File: src/rtl/mux_scan_pkg.sv
`default_nettype none
// ----------------------------------------------------------------------------
// mux_scan_pkg : shared types and constants for the 4:1 mux scan controller
// Revision     : 1.0
// ----------------------------------------------------------------------------
package mux_scan_pkg;

    localparam int NUM_CH = 4;
    localparam int CH_W   = 2;
    localparam logic [CH_W-1:0] LAST_CH = CH_W'(NUM_CH - 1);

    typedef enum logic [1:0] {
        IDLE    = 2'd0,
        SETTLE  = 2'd1,
        PRESENT = 2'd2
    } state_e;

endpackage
`default_nettype wire

File: src/rtl/mux_scan_ctrl_if.sv
`default_nettype none
// ----------------------------------------------------------------------------
// mux_scan_ctrl_if : control, mux-side and downstream handshake signals
// Revision         : 1.0
// ----------------------------------------------------------------------------
interface mux_scan_ctrl_if;
    import mux_scan_pkg::*;

    logic              start;
    logic              continuous;
    logic              abort;
    logic              y;
    logic              sel1;
    logic              sel0;
    logic [NUM_CH-1:0] word;
    logic              word_valid;
    logic              word_ready;
    logic              busy;

    modport master (
        input  start, continuous, abort, y, word_ready,
        output sel1, sel0, word, word_valid, busy
    );

    modport slave (
        output start, continuous, abort, y, word_ready,
        input  sel1, sel0, word, word_valid, busy
    );

endinterface
`default_nettype wire

File: src/rtl/mux_scan_settle_cnt.sv
`default_nettype none
// ----------------------------------------------------------------------------
// mux_scan_settle_cnt : loadable down-counter, done while the count is zero
// Revision            : 1.0
// ----------------------------------------------------------------------------
module mux_scan_settle_cnt #(
    parameter int               WIDTH    = 2,
    parameter logic [WIDTH-1:0] LOAD_VAL = '0
) (
    input  logic clk,
    input  logic rst,
    input  logic load_i,
    input  logic en_i,
    output logic done_o
);

    logic [WIDTH-1:0] cnt_q;

    always_ff @(posedge clk) begin
        if (rst) begin
            cnt_q <= '0;
        end else if (load_i) begin
            cnt_q <= LOAD_VAL;
        end else if (en_i && (cnt_q != '0)) begin
            cnt_q <= cnt_q - 1'b1;
        end
    end

    assign done_o = (cnt_q == '0);

endmodule
`default_nettype wire

File: src/rtl/mux_scan_ctrl.sv
`default_nettype none
// ----------------------------------------------------------------------------
// mux_scan_ctrl : steps a 4:1 mux through all channels, packs samples of y
//                 into a word and offers it downstream on valid/ready
// Revision      : 1.0
// ----------------------------------------------------------------------------
module mux_scan_ctrl
    import mux_scan_pkg::*;
#(
    parameter int SETTLE_CYCLES = 2,
    parameter int CNT_W         = $clog2(SETTLE_CYCLES + 1)
) (
    input  logic            clk,
    input  logic            rst,
    mux_scan_ctrl_if.master bus
);

    state_e            state_q;
    logic [CH_W-1:0]   ch_q;
    logic [CH_W-1:0]   ch_d;
    logic [CH_W-1:0]   sel_q;
    logic [NUM_CH-2:0] buf_q;
    logic [NUM_CH-1:0] word_q;
    logic              valid_q;
    logic              busy_q;
    logic              cnt_load;
    logic              cnt_en;
    logic              cnt_done;

    assign ch_d = ch_q + 1'b1;

    // Counter stays preloaded outside SETTLE so the first channel gets a full dwell.
    assign cnt_en   = (state_q == SETTLE);
    assign cnt_load = (state_q != SETTLE) || cnt_done;

    mux_scan_settle_cnt #(
        .WIDTH    (CNT_W),
        .LOAD_VAL (CNT_W'(SETTLE_CYCLES - 1))
    ) u_settle_cnt (
        .clk    (clk),
        .rst    (rst),
        .load_i (cnt_load),
        .en_i   (cnt_en),
        .done_o (cnt_done)
    );

    always_ff @(posedge clk) begin
        if (rst) begin
            state_q <= IDLE;
            ch_q    <= '0;
            sel_q   <= '0;
            buf_q   <= '0;
            word_q  <= '0;
            valid_q <= 1'b0;
            busy_q  <= 1'b0;
        end else if (bus.abort) begin
            state_q <= IDLE;
            ch_q    <= '0;
            sel_q   <= '0;
            buf_q   <= '0;
            valid_q <= 1'b0;
            busy_q  <= 1'b0;
        end else begin
            case (state_q)
                IDLE: begin
                    if (bus.start) begin
                        state_q <= SETTLE;
                        ch_q    <= '0;
                        sel_q   <= '0;
                        busy_q  <= 1'b1;
                    end
                end
                SETTLE: begin
                    if (cnt_done) begin
                        if (ch_q == LAST_CH) begin
                            // Channel 3 goes straight into the word; lower channels shift in from the top.
                            word_q  <= {bus.y, buf_q};
                            valid_q <= 1'b1;
                            sel_q   <= {CH_W{1'b1}};
                            state_q <= PRESENT;
                        end else begin
                            buf_q <= {bus.y, buf_q[NUM_CH-2:1]};
                            ch_q  <= ch_d;
                            sel_q <= ch_d;
                        end
                    end
                end
                PRESENT: begin
                    if (valid_q && bus.word_ready) begin
                        valid_q <= 1'b0;
                        ch_q    <= '0;
                        sel_q   <= '0;
                        if (bus.continuous) begin
                            state_q <= SETTLE;
                        end else begin
                            state_q <= IDLE;
                            busy_q  <= 1'b0;
                        end
                    end
                end
                default: begin
                    state_q <= IDLE;
                    busy_q  <= 1'b0;
                end
            endcase
        end
    end

    assign bus.sel1       = sel_q[1];
    assign bus.sel0       = sel_q[0];
    assign bus.word       = word_q;
    assign bus.word_valid = valid_q;
    assign bus.busy       = busy_q;

endmodule
`default_nettype wire

File: src/flat_wrapper.sv
// flat-port wrapper written by rule: the top's interface ports become plain ports
module mux_scan_ctrl_flat import mux_scan_pkg::*;
#(
    parameter int SETTLE_CYCLES = 2,
    parameter int CNT_W         = $clog2(SETTLE_CYCLES + 1)
)
  (clk, rst, bus_start, bus_continuous, bus_abort, bus_y, bus_word_ready, bus_sel1, bus_sel0, bus_word, bus_word_valid, bus_busy);
  mux_scan_ctrl_if bus_i ();
  input  logic clk;
  input  logic rst;
  input wire logic [$bits(bus_i.start)-1:0] bus_start;
  input wire logic [$bits(bus_i.continuous)-1:0] bus_continuous;
  input wire logic [$bits(bus_i.abort)-1:0] bus_abort;
  input wire logic [$bits(bus_i.y)-1:0] bus_y;
  input wire logic [$bits(bus_i.word_ready)-1:0] bus_word_ready;
  output wire logic [$bits(bus_i.sel1)-1:0] bus_sel1;
  output wire logic [$bits(bus_i.sel0)-1:0] bus_sel0;
  output wire logic [$bits(bus_i.word)-1:0] bus_word;
  output wire logic [$bits(bus_i.word_valid)-1:0] bus_word_valid;
  output wire logic [$bits(bus_i.busy)-1:0] bus_busy;
  assign bus_i.start = bus_start;
  assign bus_i.continuous = bus_continuous;
  assign bus_i.abort = bus_abort;
  assign bus_i.y = bus_y;
  assign bus_i.word_ready = bus_word_ready;
  assign bus_sel1 = bus_i.sel1;
  assign bus_sel0 = bus_i.sel0;
  assign bus_word = bus_i.word;
  assign bus_word_valid = bus_i.word_valid;
  assign bus_busy = bus_i.busy;
  mux_scan_ctrl #(.SETTLE_CYCLES(SETTLE_CYCLES), .CNT_W(CNT_W)) u_core (.clk(clk), .rst(rst), .bus(bus_i));
endmodule
File: config.mk
export PLATFORM = sky130hd
export DESIGN_NAME = mux_scan_ctrl_flat
export DESIGN_NICKNAME = d
export VERILOG_FILES = /design/src/rtl/mux_scan_pkg.sv /design/src/rtl/mux_scan_ctrl_if.sv /design/src/rtl/mux_scan_settle_cnt.sv /design/src/rtl/mux_scan_ctrl.sv /design/src/flat_wrapper.sv
export SDC_FILE = /design/constraint.sdc
export NUM_CORES = 1
export LEC_CHECK = 0
export BUFFER_PORTS_ARGS = -buffer_cell sky130_fd_sc_hd__buf_2
export CORE_UTILIZATION = 50
export DETAILED_ROUTE_END_ITERATION = 8
export PLACE_DENSITY_LB_ADDON = 0.15
export SYNTH_ARGS = -nofsm -noshare
export SYNTH_HDL_FRONTEND = slang
export SYNTH_SLANG_ARGS = --single-unit
File: constraint.sdc
create_clock -name clk -period 1.8 [get_ports clk]
set_clock_uncertainty 0.1 [all_clocks]
set_input_delay 0.27 -clock clk [delete_from_list [all_inputs] [get_ports clk]]
set_output_delay 0.27 -clock clk [all_outputs]
set_load 0.1 [all_outputs]
==> impl_metrics.env, run 1 <==
export IMPL_required_ps=1890
export IMPL_start_kind="flop"
export IMPL_synth_top_area_share_pct=39.7
export IMPL_relSlewSlack_pct=67.8
export IMPL_die_area_sq_mm=0.00189
export IMPL_synth_cell_type_count=30
export IMPL_clk_path_buf_depth=2
export IMPL_boundaryPins=15
export IMPL_min_path_type="in -> reg"
export IMPL_syn_to_final_growth_pct=7.00
export IMPL_yosys_top_cells_count="dfxtp_1, nor2_1, a21oi_1"
export IMPL_grt_max_degree=14
export IMPL_die_width_um=43.4
export IMPL_routed_wirelength_um=1520
export IMPL_cts_hold_buf=0
export IMPL_numPortBuffers=14
export IMPL_syn_area_per_cell_sq_um=9.43
export IMPL_cts_tree="built"
export IMPL_grt_ovfl_total=0
export IMPL_grt_pass1_vias=623
export IMPL_clock_latency_ps=290
export IMPL_async_flop_share_pct=0
export IMPL_yosysTopAreaCell="dfxtp_1"
export IMPL_core_sq_mm=0.00156
export IMPL_synth_edf_count=0
export IMPL_tns_ps=0
export IMPL_path_class="reg -> reg"
export IMPL_p_leak_nw=0.383
export IMPL_ir_drop_v=0.000561
export IMPL_ys_warn_count=0
export IMPL_num_vias=678
export IMPL_wire_per_inst_um=12.8
export IMPL_cts_inserted_buffers=3
export IMPL_hold_viol_final=0
export IMPL_htree_levels=1
export IMPL_syn_area_sq_um=858
export IMPL_final_cells=119
export IMPL_syn_nets=102
export IMPL_critPathArrivalTime_ps=1720
export IMPL_hpwlAfterDp_um=1090
export IMPL_antenna_left=0
export IMPL_cts_clk_slew_worst_paths_ps=100
export IMPL_synth_ff_type="dfxtp_1"
export IMPL_rsz0062_at_grt="no"
export IMPL_nFillCells=139
export IMPL_max_clock_freq_ghz=0.613
export IMPL_first_pass_iters=7
export IMPL_synth_area_top_cells="dfxtp_1, ha_1, mux2i_1"
export IMPL_total_power_mw=0.652
export IMPL_postSynthCellCount=91
export IMPL_antenna_found_initial=0
export IMPL_ctsResizeCount=0
export IMPL_clock_sinks=17
export IMPL_final_nets=115
export IMPL_grt_pass1_wl_um=2680
export IMPL_yosysMostFrequentCell="dfxtp_1"
export IMPL_drc=2
export IMPL_status="complete, but fails checks"
export IMPL_ys_seq_area_share_pct=39.7
export IMPL_fin_crit_sh_pct=90.6
export IMPL_synth_seq_cells=17
export IMPL_die_height_um=43.4
export IMPL_slew_viol_final=0
export IMPL_layout_drive_gt1_share_pct=20.4
export IMPL_critPathMaxFanout=13
export IMPL_setup_viol=0
export IMPL_dp_cells=115
export IMPL_grt_usage_pct=19.5
export IMPL_diodes=0
export IMPL_initial_core_util_pct=55.1
export IMPL_violations="design-rule violations"
export IMPL_std_cell_rows=14
export IMPL_worst_slew_pin_slew_ps=486
export IMPL_power_density_mw_per_mm2=710
export IMPL_cap_violations=0
export IMPL_fin_crit_ps=1630
export IMPL_cts_root_buf="clkbuf_4"
export IMPL_cp_end_kind="flop"
export IMPL_avgViaCountPerCell=5.70
export IMPL_post_cts_buffers=0
export IMPL_drtIter0Drc=6
export IMPL_place_congestion=0.760
==> sequential cells by signal, indices dropped and copies added (netlist names) <==
| signal | cells |
|---|---|
| u_core.buf_q | 3 |
| u_core.bus.busy | 1 |
| u_core.bus.word | 4 |
| u_core.bus.word_valid | 1 |
| u_core.ch_q | 2 |
| u_core.sel_q | 2 |
| u_core.state_q | 2 |
| u_core.u_settle_cnt.cnt_q | 2 |
==> placed cells by master (no fill, tap or decap), drive strengths merged <==
cell | netlist | final
ha | 4 | 4
nor3b | 1 | 1
nor2 | 9 | 9
a21o | 2 | 2
nand4b | 1 | 1
or2 | 1 | 1
a211oi | 1 | 1
o211a | 1 | 1
a21oi | 8 | 8
a311o | 1 | 1
inv | 7 | 7
buf | 6 | 14
clkbuf | 0 | 4
or3b | 2 | 2
o2bb2ai | 2 | 2
nand3b | 1 | 1
nand2 | 4 | 4
mux2i | 5 | 5
and3 | 1 | 1
nand2b | 2 | 2
o32a | 1 | 1
o21ai | 6 | 6
nor4 | 1 | 1
nand4 | 4 | 4
and4bb | 1 | 1
dfxtp | 17 | 17
a22o | 1 | 1
o21bai | 1 | 1
==> kinds of logic (layout without fill, tap and decap cells) <==
kind of cell | count (synthesis) | count (layout) | synth area share (%)
fa+ha+maj | 4 | 4 | 5.83
simple gates | 28 | 28 | 20.1
compound gates | 24 | 24 | 18.8
buf+inv | 13 | 25 | 9.77
mux | 5 | 5 | 5.83
flops | 17 | 17 | 39.7
==> cell type report <==
cell class              instances  area (sq um)  area share, %
multi-input cells              61           434           47.3
clock buffers                   4          26.3           2.86
repair buffers                 14          70.1           7.63
well taps                      16          20.0           2.18
flip-flops and latches         17           342           37.2
inverters                       7          26.3           2.86
==> where the power goes <==
| part | total, mW | internal [mW] | switching (mW) |
|---|---|---|---|
| registers | 0.386 | 0.381 | 0.00531 |
| clock network | 0.202 | 0.0863 | 0.115 |
| logic | 0.0643 | 0.0236 | 0.0407 |
==> routing by layer <==
layer  global-route usage [%]  vias up  part of all wire [%]
met5                        0        -                     0
met4                     9.38        0                   1.8
met3                     6.25        4                   4.9
met2                     30.0       17                    45
met1                     24.6      308                    49
li1                         -      349                     -
==> critical path: stages, from the launching register on <==
cell	delay (ps)
dfxtp_1	320
inv_1	50
ha_1	410
mux2i_1	140
o211a_1	270
a22o_1	240
==> path summary, 6_finish.rpt <==
kind / start / end / slack [ps] / cells after the start
worst max-delay path: u_core.u_settle_cnt.cnt_q[0] / u_core.ch_q[1] / 170 / 5
worst min-delay path: rst / u_core.bus.word[0] / 130 / 2
worst max register to register: u_core.u_settle_cnt.cnt_q[0] / u_core.ch_q[1] / 170 / 5
worst min register to register: u_core.u_settle_cnt.cnt_q[0] / u_core.u_settle_cnt.cnt_q[0] / 330 / 1
==> stage by stage <==
| stage | cell area [sq um] | hold slack, ps | setup WS, ps | utilization [%] |
|---|---|---|---|---|
| 2_1_floorplan | 860 | 308 | 138 | - |
| 5_1_grt | 918 | 149 | 45.8 | 58.9 |
| 3_5_place_dp | 892 | 327 | 197 | 57.2 |
| 4_1_cts | 918 | 132 | 184 | 58.9 |
| 6_report | 918 | 133 | 169 | 58.9 |
| 3_3_place_gp | 892 | 321 | 230 | 57.2 |
(Power assumes the default switching activity.)
==> inputs of run 2 (changes only) <==
--- a/config.mk
+++ b/config.mk
@@ -6,9 +6,10 @@
 export NUM_CORES = 1
 export LEC_CHECK = 0
 export BUFFER_PORTS_ARGS = -buffer_cell sky130_fd_sc_hd__buf_2
-export CORE_UTILIZATION = 50
+export CORE_UTILIZATION = 40
 export DETAILED_ROUTE_END_ITERATION = 8
 export PLACE_DENSITY_LB_ADDON = 0.15
+export REMOVE_ABC_BUFFERS = 1
 export SYNTH_ARGS = -nofsm -noshare
 export SYNTH_HDL_FRONTEND = slang
 export SYNTH_SLANG_ARGS = --single-unit
==> run 2 against run 1 <==
  * The flow now finishes without violations
  * Power is 0.12% higher
  * First-iteration DRC count up 120%
  * Sequential power hardly changed
  * Clock power barely moved
  * Critical path depth unchanged
  * Setup slack improved by 14 ps
  * Combinational power hardly changed
  * Utilization down 12 points
  * Largest cell class unchanged
==> impl_metrics.env, run 2 (synthesized netlist as in run 1, its figures left out) <==
export IMPL_status="finished, final reports clean"
export IMPL_diodes=0
export IMPL_start_kind="flop"
export IMPL_setup_viol=0
export IMPL_htree_levels=1
export IMPL_hold_depth=3
export IMPL_clock_latency_ps=290
export IMPL_critPathMaxFanout=13
export IMPL_critPathArrivalTime_ps=1710
export IMPL_ir_drop_v=0.000332
export IMPL_antenna_left=0
export IMPL_die_height_um=48.3
export IMPL_r2r_slack_ps=180
export IMPL_holdWs_ps=143
export IMPL_path_class="reg -> reg"
export IMPL_die_width_um=48.3
export IMPL_layout_commonest_cell="dfxtp_1"
export IMPL_min_path_type="in -> reg"
export IMPL_reg2reg_to="u_core.ch_q[1]"
export IMPL_grt_max_degree=14
export IMPL_std_cell_rows=16
export IMPL_largest_reg_flops=4
export IMPL_ff2ff_path_depth=5
export IMPL_place_congestion=0.754
export IMPL_cts_hold_buf=0
export IMPL_avgViaCountPerCell=5.02
export IMPL_power_density_mw_per_mm2=700
export IMPL_max_clock_freq_ghz=0.618
export IMPL_slew_viol_final=0
export IMPL_final_nets=115
export IMPL_relSlewSlack_pct=67.8
export IMPL_cts_clk_slew_worst_paths_ps=100
export IMPL_cp_end_kind="flop"
export IMPL_post_cts_buffers=0
export IMPL_wire_per_inst_um=11.4
export IMPL_rsz0062_at_grt="no"
export IMPL_grt_usage_pct=15.0
export IMPL_layout_drive_gt1_share_pct=20.4
export IMPL_routed_wirelength_um=1490
export IMPL_initial_core_util_pct=43.3
export IMPL_required_ps=1890
export IMPL_worst_slew_pin_slew_ps=486
export IMPL_die_area_sq_mm=0.00233
export IMPL_clock_sinks=17
export IMPL_fin_crit_ps=1620
export IMPL_numPortBuffers=14
export IMPL_drc=0
export IMPL_grt_pass1_vias=623
export IMPL_min_to="u_core.buf_q[2]"
export IMPL_core_sq_mm=0.00198
export IMPL_cts_inserted_buffers=3
export IMPL_grt_ovfl_total=0
export IMPL_hpwlAfterDp_um=1080
export IMPL_clk_path_buf_depth=2
export IMPL_layout_common_cells="dfxtp_1, buf_2, nor2_1"
export IMPL_r2r_start="u_core.u_settle_cnt.cnt_q[0]"
export IMPL_fin_crit_sh_pct=89.9
export IMPL_cts_tree="built"
export IMPL_cap_violations=0
export IMPL_grt_pass1_wl_um=2770
export IMPL_ctsResizeCount=0
export IMPL_p_leak_nw=0.386
export IMPL_worstSetupStartpoint="u_core.u_settle_cnt.cnt_q[0]"
export IMPL_boundaryPins=15
export IMPL_cts_root_buf="clkbuf_4"
export IMPL_syn_to_final_growth_pct=8.60
export IMPL_num_vias=652
export IMPL_antenna_found_initial=0
export IMPL_drtIter0Drc=13
export IMPL_utilization_pct=47.0
export IMPL_hold_viol_final=0
export IMPL_worstHoldStart="bus_y"
export IMPL_first_pass_iters=2
## run 2: cell types whose count changed in the layout (fill, tap and decap cells not counted), sizes merged
cell    before  now
clkbuf       4    3
clkinv       0    1
## run 2: metal layers
metal	global-route usage, %	up-vias	routed length, um
met5	0	-	0
met4	5.88	0	8
met3	4.40	2	61
met2	23.7	9	691
met1	19.1	294	723
li1	-	347	-
## run 2: worst max-delay path: stages, from the launching register on
cell	delay (ps)
dfxtp_1	320
inv_1	50
ha_1	390
mux2i_1	130
o211a_1	280
a22o_1	240
## run 2: how the worst max path moves through the flow
stage                            endpoint  slack, ps  depth (start not counted)
final                      u_core.ch_q[1]        180                          5
after global routing       u_core.ch_q[1]         70                          5
after CTS                 u_core.buf_q[2]        180                          5
after detailed placement   u_core.ch_q[1]        200                          5
after global placement     u_core.ch_q[1]        210                          5
after floorplan            u_core.ch_q[1]        -50                          3
## run 2: stage by stage
stage | power (mW) | setup TNS, ps | setup slack [ps] | cell area [sq um] | std cells
2_1_floorplan | 0.438 | -50.9 | -50.9 | 801 | 85
3_3_place_gp | 0.459 | 0 | 210 | 905 | 126
3_5_place_dp | 0.459 | 0 | 197 | 905 | 126
4_1_cts | 0.658 | 0 | 176 | 932 | 130
5_1_grt | 0.694 | 0 | 74.8 | 932 | 130
6_report | 0.653 | 0 | 182 | 932 | 130
## run 2: cell type report
| class | count | area [sq um] |
|---|---|---|
| clock buffers | 3 | 22.5 |
| multi-input cells | 61 | 434 |
| inverters | 7 | 26.3 |
| clock inverters | 1 | 5.00 |
| well taps | 27 | 33.8 |
| flip-flops and latches | 17 | 340 |
| repair buffers | 14 | 70.1 |
| fillers | 190 | 1050 |
## run 2: power breakdown
part / switching, mW / internal, mW
Combinational: 0.0409 / 0.0235
Clock: 0.120 / 0.0826
Sequential: 0.00521 / 0.381
Total: 0.166 / 0.487
==> inputs of run 3 (changes only) <==
==> constraint.sdc (replaced) <==
create_clock -name clk -period 1.55 [get_ports clk]
set_clock_uncertainty 0.1 [all_clocks]
set_input_delay 0.2325 -clock clk [delete_from_list [all_inputs] [get_ports clk]]
set_output_delay 0.2325 -clock clk [all_outputs]
set_load 0.1 [all_outputs]
==> run 3 against run 2 <==
  * Clock-buffer cell count increased by 1
  * Via count increased by 2.9%
  * Sequential cell count unchanged
  * Design area increased by 3.4%
  * Largest power group unchanged
  * Clock power increased by 15%
==> impl_metrics.env, run 3 (synthesized netlist as in run 1, its figures left out) <==
export IMPL_status="finished, final reports clean"
export IMPL_layout_commonest_cell="dfxtp_1"
export IMPL_numPortBuffers=14
export IMPL_clock_sinks=17
export IMPL_critPathMaxFanout=6
export IMPL_r2r_slack_ps=100
export IMPL_core_sq_mm=0.00198
export IMPL_reg2reg_to="u_core.ch_q[1]"
export IMPL_cts_tree="built"
export IMPL_layout_common_cells="dfxtp_1, buf_2, nor2_1"
export IMPL_cts_hold_buf=0
export IMPL_final_nets=119
export IMPL_post_cts_buffers=0
export IMPL_grt_max_degree=13
export IMPL_hold_viol_final=0
export IMPL_avgViaCountPerCell=5.01
export IMPL_worst_slew_pin_slew_ps=486
export IMPL_htree_levels=1
export IMPL_critPathArrivalTime_ps=1540
export IMPL_grt_usage_pct=15.2
export IMPL_max_clock_freq_ghz=0.689
export IMPL_hpwlAfterDp_um=1200
export IMPL_initial_core_util_pct=43.3
export IMPL_die_width_um=48.3
export IMPL_cap_violations=0
export IMPL_switchingPower_mw=0.188
export IMPL_boundaryPins=15
export IMPL_rsz0062_at_grt="no"
export IMPL_cts_clk_slew_worst_paths_ps=100
export IMPL_layout_drive_gt1_share_pct=23.4
export IMPL_tns_ps=0
export IMPL_intPower_mw=0.574
export IMPL_syn_to_final_growth_pct=12.2
export IMPL_dp_cells=130
export IMPL_antenna_found_initial=0
export IMPL_min_to="u_core.bus.word[3]"
export IMPL_start_kind="flop"
export IMPL_worstHoldStart="bus_y"
export IMPL_pwr_share_comb_pct=10.8
export IMPL_grt_pass1_vias=633
export IMPL_place_congestion=0.733
export IMPL_dp_slack_ps=102
export IMPL_ir_drop_v=0.000341
export IMPL_crit_path_top_delay_cell="dfxtp_1"
export IMPL_grt_pass1_wl_um=2760
export IMPL_antenna_left=0
export IMPL_final_cells=134
export IMPL_cp_end_kind="flop"
export IMPL_fin_ws_ps=98.3
export IMPL_drtIter0Drc=16
export IMPL_fin_crit_sh_pct=93.7
export IMPL_die_height_um=48.3
export IMPL_diodes=0
export IMPL_clk_path_buf_depth=2
export IMPL_path_class="reg -> reg"
export IMPL_slew_viol_final=0
export IMPL_cts_inserted_buffers=3
export IMPL_hold_depth=3
export IMPL_r2r_start="u_core.u_settle_cnt.cnt_q[0]"
export IMPL_cts_root_buf="clkbuf_4"
export IMPL_fin_crit_ps=1450
export IMPL_power_density_mw_per_mm2=791
export IMPL_first_pass_iters=4
export IMPL_std_cell_rows=16
export IMPL_drc=0
export IMPL_wire_per_inst_um=12.0
export IMPL_grt_ovfl_total=0
export IMPL_setup_viol=0
export IMPL_clock_latency_ps=280
export IMPL_largest_reg_flops=4
export IMPL_slowest_delay_ps=330
export IMPL_num_vias=671
export IMPL_ff2ff_path_depth=5
export IMPL_relSlewSlack_pct=67.9
export IMPL_switching_share_pct=24.7
export IMPL_p_seq_share_pct=58.8
export IMPL_required_ps=1640
export IMPL_min_path_type="in -> reg"
export IMPL_die_area_sq_mm=0.00233
export IMPL_p_leak_nw=0.400
export IMPL_routed_wirelength_um=1610
export IMPL_power_frac_clock_pct=30.4
export IMPL_crit_chain="inv_1 -> ha_1 -> mux2i_1 -> o211a_1 -> a22o_1"
[run 3: layout make-up]
| cell class | instances | area (sq um) |
|---|---|---|
| fill | 204 | 1020 |
| multi-input combinational | 61 | 434 |
| sequential | 17 | 340 |
| clock buffer | 4 | 26.3 |
| inverter | 7 | 26.3 |
| tap | 27 | 33.8 |
| timing repair buffer | 18 | 103 |
[run 3: timing repair]
item | in CTS | in global routing
endpoints found under the setup margin | 0 | 3
endpoints found under the hold margin | 0 | 0
gates resized for setup | 0 | 2
[run 3: metal layers]
metal  GRT usage [%]  wire, um  vias up
met5               0         0        -
met4            7.35        12        0
met3            3.14        51        2
met2            22.5       698       10
met1            20.9       843      303
li1                -         -      356
[run 3: per-stage QoR]
step	power, mW	util, %	hold slack [ps]	cell area (sq um)
after global placement	0.538	47.2	317	935
final	0.762	48.6	114	963
after CTS	0.769	48.5	106	961
after global routing	0.797	48.6	106	963
after detailed placement	0.539	47.2	340	935
after floorplan	0.509	-	202	801
[run 3: worst max path at each step]
| stage | endpoint | startpoint | cells after the start | slack [ps] |
|---|---|---|---|---|
| floorplan | u_core.ch_q[1] | u_core.bus.word_valid | 3 | -300 |
| global placement | u_core.buf_q[1] | u_core.ch_q[1] | 4 | 120 |
| detailed placement | u_core.buf_q[1] | u_core.ch_q[1] | 4 | 100 |
| CTS | bus_word_valid | u_core.bus.word_valid | 1 | 60 |
| global route | u_core.state_q[0] | u_core.u_settle_cnt.cnt_q[0] | 5 | 20 |
| finish | u_core.ch_q[1] | u_core.u_settle_cnt.cnt_q[0] | 5 | 100 |
[run 3: worst max-delay path: cells and delay by family (launching register included)]
family          cells  cell delay, ps
buf+inv             1              50
flops               1             330
mux                 1             100
compound gates      2             520
fa+ha+maj           1             250
[run 3: power by group through the flow]
stage / clock [mW] / sequential, mW / combinational (mW)
floorplan: 0 / 0.471 / 0.0383
global placement: 0 / 0.458 / 0.0804
detailed placement: 0 / 0.458 / 0.0814
CTS: 0.239 / 0.448 / 0.0819
global route: 0.258 / 0.449 / 0.0898
finish: 0.232 / 0.448 / 0.0822
